### config.mk
export PLATFORM = sky130hd
export DESIGN_NAME = regfile_sb
export DESIGN_NICKNAME = d
export VERILOG_FILES = /design/src/rtl/regfile_sb_pkg.sv /design/src/rtl/regfile_sb_board.sv /design/src/rtl/regfile_sb.sv
export SDC_FILE = /design/constraint.sdc
export NUM_CORES = 2
export LEC_CHECK = 0
export BUFFER_PORTS_ARGS = -buffer_cell sky130_fd_sc_hd__buf_2
export CELL_PAD_IN_SITES_DETAIL_PLACEMENT = 0
export CELL_PAD_IN_SITES_GLOBAL_PLACEMENT = 2
export CORE_ASPECT_RATIO = 1.25
export CORE_MARGIN = 2
export CORE_UTILIZATION = 50
export DETAILED_ROUTE_END_ITERATION = 6
export PLACE_DENSITY = 0.91
export SKIP_LAST_GASP = 1
export SLEW_MARGIN = 20
export SYNTH_ARGS = -nofsm -noshare
export SYNTH_HDL_FRONTEND = slang
export SYNTH_HIERARCHICAL = 1
export SYNTH_SLANG_ARGS = --single-unit
export TNS_END_PERCENT = 30
### constraint.sdc
create_clock -name clk_i -period 3.1 [get_ports clk_i]
set_input_delay 0.155 -clock clk_i [delete_from_list [all_inputs] [get_ports clk_i]]
set_output_delay 0.155 -clock clk_i [all_outputs]
set_load 0.05 [all_outputs]
### src/rtl/regfile_sb_pkg.sv
// regfile_sb_pkg: shared sizing for the integer register file and its
// write-back scoreboard.
//   XLEN          register data width
//   REG_NUM       architectural register count, x0 included
//   REG_IDX_WIDTH register index width, log2(REG_NUM)
//   NUM_RD_PORTS  decode-side read ports (rs1, rs2)
package regfile_sb_pkg;

  localparam int XLEN          = 32;
  localparam int REG_NUM       = 32;
  localparam int REG_IDX_WIDTH = 5;
  localparam int NUM_RD_PORTS  = 2;

endpackage

### src/rtl/regfile_sb_board.sv
// regfile_sb_board: busy-bit scoreboard for in-flight rd writes.
//   clk, rst          clock, synchronous active-high reset
//   rs1_*/rs2_*       decode source indices and read enables
//   rd_idx, rd_en     destination of the decoding instruction
//   issue             decoding instruction leaves decode (before gating)
//   flush             squash every in-flight write
//   wb_en, wb_idx     write-back retiring a pending rd
//   hazard            decode must stall
//   busy              current busy vector
module regfile_sb_board
  import regfile_sb_pkg::*;
#(
  parameter int REG_NUM       = regfile_sb_pkg::REG_NUM,
  parameter int REG_IDX_WIDTH = regfile_sb_pkg::REG_IDX_WIDTH
) (
  input  logic                     clk,
  input  logic                     rst,
  input  logic [REG_IDX_WIDTH-1:0] rs1_idx,
  input  logic                     rs1_en,
  input  logic [REG_IDX_WIDTH-1:0] rs2_idx,
  input  logic                     rs2_en,
  input  logic [REG_IDX_WIDTH-1:0] rd_idx,
  input  logic                     rd_en,
  input  logic                     issue,
  input  logic                     flush,
  input  logic                     wb_en,
  input  logic [REG_IDX_WIDTH-1:0] wb_idx,
  output logic                     hazard,
  output logic [REG_NUM-1:0]       busy
);

  logic [REG_NUM-1:0] busy_q, busy_nxt;
  logic               rs1_haz, rs2_haz, rd_haz;

  // A write-back landing this cycle resolves the dependency, since the
  // read port bypasses wb_data the same cycle.
  assign rs1_haz = rs1_en && (rs1_idx != '0) && busy_q[rs1_idx] &&
                   !(wb_en && (wb_idx == rs1_idx));
  assign rs2_haz = rs2_en && (rs2_idx != '0) && busy_q[rs2_idx] &&
                   !(wb_en && (wb_idx == rs2_idx));
  // Single busy bit per register: a second writer waits (WAW ordering).
  assign rd_haz  = rd_en  && (rd_idx  != '0) && busy_q[rd_idx]  &&
                   !(wb_en && (wb_idx == rd_idx));

  assign hazard = rs1_haz || rs2_haz || rd_haz;
  assign busy   = busy_q;

  always_comb begin
    busy_nxt = busy_q;
    if (wb_en)
      busy_nxt[wb_idx] = 1'b0;
    // Applied after the clear so that the newer writer owns the register.
    if (issue && !hazard && rd_en && (rd_idx != '0))
      busy_nxt[rd_idx] = 1'b1;
    busy_nxt[0] = 1'b0;
  end

  always_ff @(posedge clk) begin
    if (rst)        busy_q <= '0;
    else if (flush) busy_q <= '0;
    else            busy_q <= busy_nxt;
  end

endmodule

### src/rtl/regfile_sb.sv
// regfile_sb: integer register file with write-through bypass plus the
// write-back scoreboard that stalls decode on pending operands or rd.
//   clk_i, rst_i              clock, synchronous active-high reset
//   dec_rs{1,2}_idx_i/_en_i   decode read requests
//   dec_rd_idx_i, dec_rd_en_i destination of the decoding instruction
//   dec_rs{1,2}_o             operands, combinational
//   issue_i, flush_i          decode leaves / pipeline flush
//   wb_en_i, wb_idx_i, wb_data_i  write-back port
//   hazard_o                  stall decode
//   busy_o                    scoreboard vector (debug/trace)
module regfile_sb
  import regfile_sb_pkg::*;
#(
  parameter int XLEN          = regfile_sb_pkg::XLEN,
  parameter int REG_NUM       = regfile_sb_pkg::REG_NUM,
  parameter int REG_IDX_WIDTH = regfile_sb_pkg::REG_IDX_WIDTH
) (
  input  logic                     clk_i,
  input  logic                     rst_i,
  input  logic [REG_IDX_WIDTH-1:0] dec_rs1_idx_i,
  input  logic [REG_IDX_WIDTH-1:0] dec_rs2_idx_i,
  input  logic                     dec_rs1_en_i,
  input  logic                     dec_rs2_en_i,
  input  logic [REG_IDX_WIDTH-1:0] dec_rd_idx_i,
  input  logic                     dec_rd_en_i,
  output logic [XLEN-1:0]          dec_rs1_o,
  output logic [XLEN-1:0]          dec_rs2_o,
  input  logic                     issue_i,
  input  logic                     flush_i,
  input  logic                     wb_en_i,
  input  logic [REG_IDX_WIDTH-1:0] wb_idx_i,
  input  logic [XLEN-1:0]          wb_data_i,
  output logic                     hazard_o,
  output logic [REG_NUM-1:0]       busy_o
);

  logic [XLEN-1:0] regs [REG_NUM];

  logic [NUM_RD_PORTS-1:0][REG_IDX_WIDTH-1:0] rd_idx;
  logic [NUM_RD_PORTS-1:0][XLEN-1:0]          rd_data;

  // x0 is never written, so it holds its reset value of zero.
  always_ff @(posedge clk_i) begin
    if (rst_i) begin
      for (int i = 0; i < REG_NUM; i++) regs[i] <= '0;
    end else if (wb_en_i && (wb_idx_i != '0)) begin
      regs[wb_idx_i] <= wb_data_i;
    end
  end

  assign rd_idx[0] = dec_rs1_idx_i;
  assign rd_idx[1] = dec_rs2_idx_i;

  // Read ports ignore their enables; the enables only gate hazards.
  for (genvar p = 0; p < NUM_RD_PORTS; p++) begin : g_rd
    always_comb begin
      if (rd_idx[p] == '0)
        rd_data[p] = '0;
      else if (wb_en_i && (wb_idx_i == rd_idx[p]))
        rd_data[p] = wb_data_i;
      else
        rd_data[p] = regs[rd_idx[p]];
    end
  end

  assign dec_rs1_o = rd_data[0];
  assign dec_rs2_o = rd_data[1];

  regfile_sb_board #(
    .REG_NUM       (REG_NUM),
    .REG_IDX_WIDTH (REG_IDX_WIDTH)
  ) u_board (
    .clk     (clk_i),
    .rst     (rst_i),
    .rs1_idx (dec_rs1_idx_i),
    .rs1_en  (dec_rs1_en_i),
    .rs2_idx (dec_rs2_idx_i),
    .rs2_en  (dec_rs2_en_i),
    .rd_idx  (dec_rd_idx_i),
    .rd_en   (dec_rd_en_i),
    .issue   (issue_i),
    .flush   (flush_i),
    .wb_en   (wb_en_i),
    .wb_idx  (wb_idx_i),
    .hazard  (hazard_o),
    .busy    (busy_o)
  );

endmodule

# ---- Word-level counts from Yosys, hierarchy flattened
# Memories as Yosys holds them, arrays and structs flattened.
# Index checks and enable logic that the tools add are counted.
dict set report word_totals {
  memories 1
  register_bits 32
  in_bits 60
  mem_bits_rw 1024
}
# name words word_bits read_ports rd_clocked_by_memory_dff wr line_no
set memory_table {}
lappend memory_table {regs 32 32 2 0 32 regfile_sb.sv:37} ;# logic [XLEN-1:0] regs [REG_NUM];
dict set report op_classes {
  reduce_logical 32
  bitwise 3
  muxes 24
  eq_ne 3
  n_lt_le_gt_ge 6
}
# op n
set ops {}
lappend ops {{two-way mux 32 bit} 7}
lappend ops {{bitwise AND 32 bit} 1}
lappend ops {{inverter 32 bit} 1}
lappend ops {{OR 32 bit} 1}
lappend ops {{OR reduction 32 bit} 1}
lappend ops {{less-than comparator 5 x 6 -> 1 bit (second input constant)} 4}
lappend ops {{nonzero test 5 bit} 4}
lappend ops {{logical AND 1 bit} 18}
lappend ops {{binary-select mux 1 bit (select 5 bit)} 3}
lappend ops {{== test 5 bit} 3}
lappend ops {{two-way mux 1 bit} 11}
lappend ops {{demux 1 bit (select 5 bit)} 2}
lappend ops {{>= comparator 5 x 1 -> 1 bit (second input constant)} 2}
lappend ops {{logical NOT 5 bit} 2}
lappend ops {{two-way mux 5 bit} 1}
lappend ops {{logical NOT 1 bit} 4}
lappend ops {{logical OR 1 bit} 2}
lappend ops {{OR reduction 2 bit} 1}

# ---- Depth between registers and ports, before layout
dict set report logic_depth {
  ltp_word 11
  ltp_mapped 10
}

# ---- Hierarchy
# Netlist, hierarchy kept.
# mod cells_per_inst n_inst seq_area_each_um2 area_per_inst_um2
set modules_own_cells {}
lappend modules_own_cells {regfile_sb 3740 1 30749.5 54722.5}
lappend modules_own_cells {regfile_sb_board 279 1 620.6 2477.4}

# ---- Worst setup path before layout
# OpenSTA, ideal clock, no wires.
dict set report synth_timing {
  path_kind {input to output}
  start {input port dec_rs2_idx_i[0]}
  end {output port dec_rs2_o[10]}
  required_time_ps 2945
  slack_ps 662
  path_stages 9
  t_arrival_ps 2283
  cell_sequence {clkbuf_1 > buf_4 > buf_4 > buf_4 > buf_4 > mux2i_1 > a22oi_1 > o2111ai_1 > a31oi_1}
}
dict set report synth_via {
  elab_chain_len 4
}
# item line_no
set synth_lines {}
lappend synth_lines {{start: declaration} regfile_sb.sv:21} ;# input logic [REG_IDX_WIDTH-1:0] dec_rs2_idx_i,
lappend synth_lines {{branches (longest 3 deep; another with memory (32 x 32 bit))} n/a}
lappend synth_lines {{two-way mux 32 bit (*)} regfile_sb.sv:57} ;# if (rd_idx[p] == '0)
lappend synth_lines {{end: declaration} regfile_sb.sv:27} ;# output logic [XLEN-1:0] dec_rs2_o,
# Every way passes the cells marked *.

==> out/results.tsv <==
stage	metric	value	unit
run_status	status	finished with violations	
run_status	failing checks	setup timing	
setup_path	CP Buf/Inv Count	1	
yosys	Yosys reg bits	1055	
placement	pre-CTS setup slack	-0.238	ns
layout	proportion of layout cells with a drive suffix above 1	26.2	%
grt	GR Util met3	10.9	%
setup_path	Critical Path Stages	6	
sta	setup_tns	-0.107	ns
setup_path	critical path cell sequence	mux4_2 > a22o_1 > a2111oi_4 > a21oi_1 > a22o_1 > buf_2	
route	via count	40655	
die	core footprint	113000	um2
setup_path	crit path capture type	output pin	
sta	Setup Viol. Count Final	4	
placement	Final GP Congestion	0.941	
sta	relative slew slack	35.8	%
yosys	Cell Area, Synth	57200	um2
setup_path	Setup CP Type	flip-flop to output pin	
setup_path	Worst setup SP type	flip-flop	
sta	Max Clock Skew	0.0124	ns
grt	grt total ovfl	0	
power_and_ir_drop	total power	35.3	mW
grt	Global Route met2 Usage	57.3	%
setup_path	critical path's largest stage delay	0.47	ns
setup_path	CP top delay family	compound AO/OA/AOI/OAI gates	
layout	Area growth syn-to-layout	13.6	%
setup_path	Worst Path Required	2.94	ns
layout	most frequent cells in the layout	edfxtp_1, and2_1, mux4_2, mux2i_1, buf_4	
worst_hold_path	hold path cells	2	
die	die area	117000	um2
setup_path	worst r2r src	u_board/busy[15]	
sta	RSZ-0062 raised after global routing	yes	
die	die width	307	um
placement	Placed Cells incl. Taps	5503	
placement	placed instance area	61200	um2
grt	pin count of the biggest net entering global routing	65	
setup_path	critical path launch point	regs[12][8]	
sta	Slew @ Worst Pin	0.960	ns
yosys	synth unique cells	61	
cts	CTS tree	built	
sta	min cycle time layout	3.15	ns
sta	Hold WS	0.0546	ns
layout	commonest non-fill, non-tap cell in the layout	edfxtp_1	
cts	CTS clk-pin slew, worst paths	0.07	ns
layout	finished layout cell area	65000	um2
die	initial core utilization	50.4	%
route	final wirelength	220	mm
placement	IO buf count	155	
yosys	syn_area_per_cell	14.2	um2
route	drt first pass iters	6	
sta	Pins Over Slew Limit	0	
route	Routed Antenna Nets	0	
route	Via-to-Cell Ratio	7.10	
grt	initial antenna violation count	20	
job	MaxCap Viol Count	0	
setup_path	most used cell, CP	a22o_1	
cts	worst-skew pair later-pin latency	0.70	ns
cts	Max H-tree Level	3	
worst_hold_path	worst min path class	input pin to flip-flop	
die	# IOs	157	
setup_path	CP Max Fanout	2	
grt	first-pass GRT wire length	304	mm
power_and_ir_drop	P_leak	23.2	nW
die	# rows	138	
grt	met1 Use GR	45.9	%
yosys	Mapped Cells	4019	
yosys	sequential share of the synthesized area	54.8	%
yosys	Top FF cell, synth	edfxtp_1	
setup_path	Reg2Reg Depth	7	
sta	Fmax	0.317	GHz
cts	clock sink count	1055	
layout	Final #Nets	4219	
layout	final core occ	57.3	%
cts	buffer depth of the longest clock path	3	
grt	grt peak-use layer	met2	
placement	DP HPWL	131	mm
route	Routed wire per std cell	38.5	um
power_and_ir_drop	Pwr per Cell Area	543	nW/um2
setup_path	R2R Path End	u_board/busy[24]	
grt	total track usage	37.4	%
grt	vias in the first global route	40292	
yosys	synth warn	6	
die	die height	382	um
power_and_ir_drop	VDD IR max	0.479	mV
yosys	Post-synth ARST share	0	%
cts	clock buffers created by TritonCTS	106	
route	DRC	0	
setup_path	Setup crit end	dec_rs1_o[8]	
sta	Final Hold Fails	0	
sta	Final WS setup	-0.0535	ns
cts	CTS Root Buffer Type	clkbuf_16	
yosys	number of flops mapped to enable cells by yosys	1024	
layout	final cell count without fillers	5727	
setup_path	reg-to-reg setup timing slack	0.12	ns
route	initial detailed-routing violation count	6405	
sta	fin crit share	102	%
setup_path	Max stage delay cell, worst path	mux4_2	
setup_path	critical path arrival	3.00	ns
routing by layer:
| layer | wire length [um] | share of wire [%] | vias to the layer above |
|---|---|---|---|
| li1 | - | - | 15823 |
| met2 | 99200 | 45 | 3665 |
| met5 | 97 | 0.044 | - |
| met1 | 72800 | 33 | 20223 |
| met3 | 30600 | 14 | 932 |
| met4 | 17700 | 8.0 | 12 |
final cells by class:
| type | instances | area [um2] |
|---|---|---|
| diodes | 12 | 30.0 |
| clock buffers | 128 | 2800 |
| clock inverters | 66 | 707 |
| fillers | 8732 | 48500 |
| inverters | 9 | 33.8 |
| multi-input cells | 2544 | 24400 |
| flip-flops and latches | 1055 | 31400 |
| well taps | 1470 | 1840 |
| repair buffers | 443 | 3780 |
synth_stat cells, drive strengths merged, types with 2 or more instances:
library cell | count | area (um2)
a2111oi | 24 | 210
a32oi | 9 | 78.8
o22ai | 42 | 263
a21oi | 78 | 390
nor4 | 2 | 12.5
nor2b | 10 | 62.6
nor2 | 56 | 210
mux2 | 11 | 124
nand2b | 6 | 37.5
nand2 | 61 | 229
o221ai | 44 | 385
o22a | 3 | 26.3
o211ai | 41 | 308
and2 | 996 | 6230
or3 | 8 | 50.1
o2111ai | 4 | 35.0
a311oi | 2 | 17.5
buf | 126 | 719
nor3 | 8 | 40.0
or4 | 2 | 15.0
clkbuf | 316 | 1190
nand3b | 12 | 90.1
a221o | 13 | 130
mux4 | 406 | 9140
a211o | 2 | 17.5
or3b | 4 | 35.0
a221oi | 6 | 52.6
o221a | 18 | 203
edfxtp | 1024 | 30700
dfxtp | 31 | 621
nand3 | 18 | 90.1
a211oi | 9 | 67.6
o32ai | 5 | 43.8
a22o | 55 | 482
mux2i | 291 | 2910
xnor2 | 15 | 131
inv | 9 | 33.8
nand4 | 6 | 37.5
xor2 | 9 | 78.8
a22oi | 133 | 998
a31oi | 9 | 56.3
conb | 2 | 7.51
o21ai | 32 | 160
or2 | 34 | 213
o31ai | 16 | 120
logic make-up (layout without fill, tap and decap cells):
logic type      after synthesis  count (layout)  share of synthesized area [%]
compound gates              551             551                           7.17
xor+xnor                     24              24                          0.368
buf+inv                     451             646                           3.39
flops                      1055            1055                           54.8
mux                         708             708                           21.3
other cells                   2              45                         0.0131
simple gates               1228            1228                           12.9
worst min-delay path by stage:
stage                        to        startpoint
3_5_place_dp   u_board/busy[23]  u_board/busy[23]
3_3_place_gp   u_board/busy[20]  u_board/busy[20]
2_1_floorplan       regs[1][31]     wb_data_i[31]
6_report            regs[8][12]     wb_data_i[12]
5_1_grt        u_board/busy[15]       wb_idx_i[3]
4_1_cts             regs[8][12]     wb_data_i[12]
worst register-to-register path, delay by kind of cell (launching register included):
kind                   cells  cell delay (ns)
buffers and inverters      2             0.84
muxes                      2             0.75
DFF                        1             0.36
AOI/OAI and AO/OA          3             0.96
power breakdown:
group          switching, mW  internal, mW
Sequential             0.403          16.4
Combinational           3.28          1.88
Clock                   5.69          7.65
registers in the layout, summed over array words and instances, names as in the netlist:
register	flops
regs	1024
u_board/busy	31
what timing repair did:
item,CTS,global route
gates resized for setup,10,13
endpoints found under the setup margin,13,19
pin swaps,0,1
hold buffers,13,0
setup buffers,0,4
endpoints found under the hold margin,36,0
Note: power is estimated with default switching activity, not from simulation.
